<file path="config.mk">
export PLATFORM = sky130hd
export DESIGN_NAME = rr_arbiter8
export DESIGN_NICKNAME = d
export VERILOG_FILES = /design/src/rtl/arb_pkg.sv /design/src/rtl/dec3to8_en.sv /design/src/rtl/rr_arbiter8.sv
export SDC_FILE = /design/constraint.sdc
export NUM_CORES = 1
export LEC_CHECK = 0
export ABC_CLOCK_PERIOD_IN_PS = 3100
export BUFFER_PORTS_ARGS = -buffer_cell sky130_fd_sc_hd__buf_2
export CAP_MARGIN = 20
export CELL_PAD_IN_SITES_DETAIL_PLACEMENT = 1
export CELL_PAD_IN_SITES_GLOBAL_PLACEMENT = 1
export CORE_ASPECT_RATIO = 1.25
export CORE_MARGIN = 2
export CORE_UTILIZATION = 36
export DETAILED_ROUTE_END_ITERATION = 8
export PLACE_DENSITY_LB_ADDON = 0.1
export SLEW_MARGIN = 5
export SYNTH_ARGS = -nofsm -noshare
export SYNTH_HDL_FRONTEND = slang
export SYNTH_SLANG_ARGS = --single-unit
</file>
<file path="constraint.sdc">
create_clock -name clk -period 3.1 [get_ports clk]
set_clock_uncertainty 0.1 [all_clocks]
set_input_delay 0.465 -clock clk [delete_from_list [all_inputs] [get_ports clk]]
set_output_delay 0.465 -clock clk [all_outputs]
set_load 0.005 [all_outputs]
</file>
<file path="src/rtl/arb_pkg.sv">
// Shared types and the rotating priority search
// for the eight-way round-robin arbiter.
package arb_pkg;

    localparam int N_REQ = 8;
    localparam int IDX_W = 3;

    typedef enum logic {
        IDLE,
        GRANT
    } state_t;

    // Returns {found, index}: the first set bit at or after start, mod N_REQ.
    function automatic logic [IDX_W:0] pick(
        input logic [N_REQ-1:0] req,
        input logic [IDX_W-1:0] start
    );
        logic [2*N_REQ-1:0] dbl;
        logic [N_REQ-1:0]   rot;
        logic [IDX_W-1:0]   off;
        logic               found;
        dbl   = {req, req};
        rot   = dbl[start +: N_REQ];
        off   = '0;
        found = 1'b0;
        for (int j = N_REQ - 1; j >= 0; j--) begin
            if (rot[j]) begin
                off   = IDX_W'(j);
                found = 1'b1;
            end
        end
        return {found, start + off};
    endfunction

endpackage

</file>
<file path="src/rtl/dec3to8_en.sv">
// 3-to-8 one-hot decoder with enable;
// produces all zeros when disabled.
module dec3to8_en
    import arb_pkg::*;
(
    input  logic [IDX_W-1:0] gnt_idx,
    input  logic             gnt_vld,
    output logic [N_REQ-1:0] gnt
);

    always_comb begin
        gnt = '0;
        if (gnt_vld) begin
            gnt[gnt_idx] = 1'b1;
        end
    end

endmodule

</file>
<file path="src/rtl/rr_arbiter8.sv">
// Eight-way round-robin arbiter with registered grant,
// back-to-back handoff and optional hold-time limit.
module rr_arbiter8
    import arb_pkg::*;
#(
    parameter int unsigned MAX_HOLD = 16
) (
    input  logic             clk,
    input  logic             rst_n,
    input  logic [N_REQ-1:0] req,
    input  logic             done,
    output logic [N_REQ-1:0] gnt,
    output logic [IDX_W-1:0] gnt_idx,
    output logic             gnt_vld,
    output logic             timeout
);

    localparam bit         HOLD_EN   = (MAX_HOLD != 0);
    localparam logic [7:0] HOLD_LAST = 8'(MAX_HOLD - 1);

    state_t           state;
    logic [IDX_W-1:0] ptr;
    logic [7:0]       hold_cnt;

    logic             ev_rel;
    logic             ev_done;
    logic             ev_lim;
    logic             term;
    logic [IDX_W-1:0] start;
    logic             found;
    logic [IDX_W-1:0] win;

    always_comb begin
        ev_rel  = !req[gnt_idx];
        ev_done = done;
        ev_lim  = HOLD_EN && (hold_cnt == HOLD_LAST);
        term    = (state == GRANT) && (ev_rel || ev_done || ev_lim);
        // The outgoing owner is searched last on handoff.
        start   = (state == GRANT) ? gnt_idx + 3'd1 : ptr;
        {found, win} = pick(req, start);
    end

    always_ff @(posedge clk) begin
        if (!rst_n) begin
            state    <= IDLE;
            ptr      <= '0;
            gnt_idx  <= '0;
            hold_cnt <= '0;
            timeout  <= 1'b0;
        end else begin
            timeout <= 1'b0;
            unique case (state)
                IDLE: begin
                    if (found) begin
                        state    <= GRANT;
                        gnt_idx  <= win;
                        ptr      <= win + 3'd1;
                        hold_cnt <= '0;
                    end
                end
                GRANT: begin
                    if (term) begin
                        timeout  <= ev_lim && !ev_rel && !ev_done;
                        hold_cnt <= '0;
                        if (found) begin
                            gnt_idx <= win;
                            ptr     <= win + 3'd1;
                        end else begin
                            state <= IDLE;
                        end
                    end else if (HOLD_EN) begin
                        hold_cnt <= hold_cnt + 8'd1;
                    end
                end
                default: state <= IDLE;
            endcase
        end
    end

    assign gnt_vld = (state == GRANT);

    dec3to8_en u_dec (
        .gnt_idx (gnt_idx),
        .gnt_vld (gnt_vld),
        .gnt     (gnt)
    );

endmodule

</file>
; Word level (Yosys, flattened, before mapping)
; Index checks and enable logic that the tools add are counted.
[word_totals]
word_cells = 59
register_bits = 16
[classes]
n_eq_ne = 3
bitwise = 1
shift = 1
muxes = 34
n_addsub = 4
magnitude_cmp = 2
reduce_logical = 9
[op_table]
columns = operator, count
row1 = $mux W3, 13
row2 = $mux W8, 3
row3 = $pmux W8 S2, 1
row4 = $shiftx A16 B4 Y8, 1
row5 = $mux W1, 12
row6 = $pmux W3 S2, 2
row7 = $add A8 B1 Y8 const B, 1
row8 = $eq A8 B4 Y1 const B, 1
row9 = $add A3 B1 Y3 const B, 2
row10 = $logic_and A1 B1 Y1, 4
row11 = $lt A3 B4 Y1 const B, 1
row12 = $add A3 B3 Y3, 1
row13 = $bmux W1 S3, 1
row14 = $demux W1 S3, 1
row15 = $ge A3 B1 Y1 const B, 1
row16 = $reduce_and A3 Y1, 1
row17 = $logic_not A1 Y1, 2
row18 = $logic_or A1 B1 Y1, 2
row19 = $ne A2 B1 Y1 const B, 1
row20 = $ne A2 B2 Y1 const B, 1
row21 = $pmux W1 S2, 1
row22 = $not A1 Y1, 1

; Longest topological paths before layout
[depth]
ltp_word = 16
depth_mapped = 18

; By module
; From an unflattened synthesis, not the netlist that was laid out.
[hier_totals]
hier_cells = 139
hier_area_um2 = 1411.4
[by_module_without_submodules]
columns = module, area_each_um2, n_inst, seq_area_each_um2, cells_each
row1 = rr_arbiter8, 1315.0, 1, 320.3, 131
row2 = dec3to8_en, 96.3, 1, 0.0, 8

; Worst setup path after synthesis
; No wires, ideal clock.
[synth_path]
path_kind = register to register
from = register gnt_idx[1]
to = register ptr[1]
setup_slack_ns = -0.077
required_ns = 2.884
arrival_time_ns = 2.961
path_buffers = 0
stages_incl_launch_ff = 17
setup_ns = 0.116
cell_sequence = dfxtp_1 -> ha_1 -> mux2_4 -> clkinv_1 -> nand3_1 -> nand2_1 -> a31oi_1 -> o211ai_1 -> nand3_1 -> a21boi_0 -> ha_1 -> inv_1 -> fa_1 -> inv_1 -> ha_1 -> mux2i_1 -> nor2b_1
[synth_between]
elab_chain_cells = 16
word_cells_on_any_way = 31
classes_between = add/sub (3) / eq/ne (1) / shift (1) / mux (22) / reduce/logical (4)
[synth_rtl]
columns = item, line_no
row1 = from (decl), rr_arbiter8.sv:13  ; output logic [IDX_W-1:0] gnt_idx,
row2 = from (signal assigned), rr_arbiter8.sv:56  ; gnt_idx <= win;
row3 = from (signal assigned), rr_arbiter8.sv:66  ; gnt_idx <= win;
row4 = $add A3 B1 Y3 *, rr_arbiter8.sv:39  ; start = (state == GRANT) ? gnt_idx + 3'd1 : ptr;
row5 = $mux W3 *, rr_arbiter8.sv:39
row6 = $shiftx A16 B4 Y8, arb_pkg.sv:23  ; rot = dbl[start +: N_REQ];
row7 = $mux W3 (8 in a row), arb_pkg.sv:27  ; if (rot[j]) begin
row8 = $add A3 B3 Y3 *, arb_pkg.sv:32  ; return {found, start + off};
row9 = net win[1], rr_arbiter8.sv:31  ; logic [IDX_W-1:0] win;
row10 = $add A3 B1 Y3 *, "rr_arbiter8.sv:57, rr_arbiter8.sv:67"
row11 = $mux W3 *, "rr_arbiter8.sv:54, rr_arbiter8.sv:65"
row12 = $mux W3, rr_arbiter8.sv:62  ; if (term) begin
row13 = $pmux W3 S2 *, rr_arbiter8.sv:52  ; unique case (state)
row14 = to (signal assigned), rr_arbiter8.sv:57  ; ptr <= win + 3'd1;
row15 = to (signal assigned), rr_arbiter8.sv:67  ; ptr <= win + 3'd1;
row16 = to (decl), rr_arbiter8.sv:22  ; logic [IDX_W-1:0] ptr;
; The timed path passes the listed nets; every way through them passes the cells marked *. The select of a mux whose other input is x is not followed.
; A chain may end at the register's enable or synchronous reset.

; Worst setup path in the final report
[layout_path]
from = register gnt_idx[0]
to = register ptr[1]
; Same word-level chain as after synthesis.

==> PnR_summary.wiki <==
{| class="wikitable"
! Metric !! Value
|-
| Via count of the first global-routing pass || 1705
|-
| Number of buffers inserted during clock tree synthesis || 3
|-
| Number of buffers inserted for hold repair after clock tree synthesis || 0
|-
| Crit path launch type || register
|-
| Total number of clock tree sinks || 16
|-
| Overall Global Routing Usage || 23.3%
|-
| Layout cells sized above 1 || 43.8%
|-
| Minimum clock period after layout || 3.16 ns
|-
| Initial antenna violation count || 0
|-
| Xor and xnor area share after synthesis || 2.42%
|-
| Port-buffer cells || 23
|-
| Total Power Consumption || 2.15 mW
|-
| Summed negative setup slack over all endpoints || -0.142 ns
|-
| Share of cell area taken by muxes after synthesis || 6.71%
|-
| IO Count || 24
|-
| Capturing element type of the critical path || register
|-
| Register bit count reported by yosys || 16
|-
| RSZ-0062 raised after global routing || yes
|-
| Remaining number of nets flagged by the antenna check after routing || 0
|-
| Average cell area after synthesis || 7.52 um2
|-
| Synth Area in Compound Gates || 15.2%
|-
| Slew at the pin closest to its max-slew limit || 0.414 ns
|-
| Clock tree from TritonCTS || yes
|-
| Via count normalized by instance count || 5.81
|-
| First-pass GRT wire length || 7.84 mm
|-
| Largest fanout on the critical path || 7
|-
| Worst Path Required || 3.15 ns
|-
| Antenna Diode Count || 0
|-
| # nets final || 250
|-
| Most numerous cell in the Yosys netlist || nand3_1
|-
| Distinct cell type count after synthesis || 48
|-
| Routed WL per cell || 17.7 um
|-
| Area share of and/or/nand/nor cells after synthesis || 41.9%
|-
| Achievable Freq || 317 MHz
|-
| Final instance count without filler cells || 273
|-
| Rel. slew slack || 72.4%
|-
| Power per Cell Area || 1100 nW/um2
|-
| DIE AREA || 4400 um2
|-
| Top cells by count, synth || nand3_1, dfxtp_1, nor2_1
|-
| Number of instances in the synthesized netlist || 186
|-
| Worst hold stages || 2
|-
| Global-route congestion overflow total || 0
|-
| Final design instance area without fill || 1960 um2
|-
| Standard-cell row count || 25
|-
| Area growth from synthesis to final layout || 39.8%
|-
| Clk Tree Root Cell || clkbuf_8
|-
| Worst hold path class || register to register
|-
| Die Span X || 59.8 um
|-
| Final Util || 52.1%
|-
| Total Routed Length || 4.84 mm
|-
| Yosys top cell area share || 22.9%
|-
| H-tree Lvls || 1
|-
| Weighted congestion at the end of routability-driven global placement || 0.821
|-
| Max cap viols || 0
|-
| Post-synthesis adder-cell area fraction || 5.01%
|-
| Max-slew violation count || 0
|-
| Synth top area cells || dfxtp_1, nand3_1, nor2_1
|-
| Endpoints failing setup || 3
|-
| Clock transition time at the flip-flop clock pins of the worst setup and hold paths || 0.06 ns
|-
| Final Cycle Share || 102%
|-
| Synthesized net count || 202
|-
| Post-Place Cells || 265
|-
| Depth of the most critical reg-to-reg path || 15
|-
| Post-layout worst setup margin || -0.0581 ns
|-
| # DRC || 0
|-
| Kind of critical path || register to register
|-
| Count of vias placed by the detailed router || 1586
|-
| Cell type with the largest total area after synthesis || dfxtp_1
|-
| Number of enable flip-flop cells after synthesis || 0
|-
| Height of the chip || 73.7 um
|-
| Clock buffer depth || 2
|-
| Violated checks || setup timing
|-
| Number of DRC violations after detailed-routing iteration 0 || 29
|-
| Post-Syn Area || 1400 um2
|-
| Initial standard-cell utilization of the core || 37.3%
|-
| Leakage power || 0.874 nW
|-
| CP Data Arrival Time || 3.20 ns
|-
| Clock insertion delay at the later pin of the skew report || 0.25 ns
|-
| DP HPWL || 3.79 mm
|-
| Syn. warnings || 0
|-
| Hold Fails Final Rpt || 0
|-
| Result of the run || complete, but fails checks
|-
| Post-synthesis sequential area ratio || 22.9%
|-
| Post-synth ARST share || 0%
|-
| Worst vdd rail ir drop || 0.000539 V
|-
| Dominant combinational cell family by area after synthesis || simple AND/OR/NAND/NOR gates
|-
| Largest net degree at the start of global routing || 12
|-
| Top_reg_cell synth || dfxtp_1
|-
| Pre-Repair DR Iteration Count || 4
|-
| Area inside the core boundary || 3750 um2
|-
| Placed Instance Area || 1680 um2
|}
## per-stage QoR
step | setup slack, ns | hold slack [ns]
floorplan | 0.00926 | 0.349
finish | -0.0581 | 0.402
CTS | -0.0141 | 0.407
detailed placement | -0.213 | 0.397
global placement | -0.127 | 0.370
global route | -0.265 | 0.416
## kinds of logic after synthesis
family	Yosys count
AOI/OAI and AO/OA	34
xor gates and xnor gates	3
DFF	16
adders and majority gates	5
and+or+nand+nor	109
muxes	6
buffers and inverters	13
## final timing paths
check,from,to,slack [ns]
hold reg to reg,hold_cnt[1]$_SDFFE_PN0P_,hold_cnt[1]$_SDFFE_PN0P_,0.40
setup / recovery,gnt_idx[0]$_SDFFE_PN0P_,ptr[1]$_SDFFE_PN0P_,-0.06
setup reg to reg,gnt_idx[0]$_SDFFE_PN0P_,ptr[1]$_SDFFE_PN0P_,-0.06
hold / removal,hold_cnt[1]$_SDFFE_PN0P_,hold_cnt[1]$_SDFFE_PN0P_,0.40
## report_power, final
group,leakage [nW],internal [mW],switching [mW]
Clock,0.0288,0.113,0.0718
Combinational,0.713,0.815,0.864
Sequential,0.132,0.249,0.0408
Total,0.874,1.18,0.977
## worst max-delay path: stages (launching register included)
cell and delay, ns:
dfxtp_4 0.37, ha_4 0.18, xnor2_4 0.16, a21oi_4 0.29
buf_4 0.20, nand3_1 0.11, nand3_1 0.15, and2_4 0.16
a21boi_2 0.15, ha_2 0.18, inv_2 0.04, fa_2 0.53
inv_2 0.05, ha_4 0.20, mux2i_1 0.14, nor2b_1 0.06
## layout by cell type, fill, tap and decap left out, types with 4 or more instances in the layout
master,n
o21ai_1,7
nand3_2,20
o21ai_0,7
dfxtp_1,13
clkbuf_8,4
nand2b_1,4
nand2_1,13
and3_1,4
nor2_1,15
buf_2,23
buf_4,27
a21oi_1,7
nand3_1,27
## sequential cells by signal, summed over array words and instances, names as in the netlist
name / count
gnt_idx: 3
gnt_vld: 1
timeout: 1
ptr: 3
hold_cnt: 8
## repair_timing
item | in CTS | in global routing
gates cloned | 0 | 0
setup buffers | 2 | 2
setup endpoints to repair | 3 | 12
gates resized for setup | 30 | 18
pin swaps | 10 | 2
## routing by layer
layer  up-vias  GRT usage [%]  routed length [um]  part of all wire (%)
met2        24           47.6                2870                    59
met3        15           2.29                  59                   1.2
met4         0           8.89                 154                   3.2
met1       770           22.9                1760                    36
met5         -              0                   0                     0
li1        777              -                   -                     -
## cell type report
type / count / area (um2)
inverters: 6 / 22.5
multi-input cells: 157 / 1180
fillers: 469 / 1800
well taps: 40 / 50.0
clock buffers: 4 / 55.1
flip-flops and latches: 16 / 327
repair buffers: 50 / 318
(Power assumes the default switching activity.)
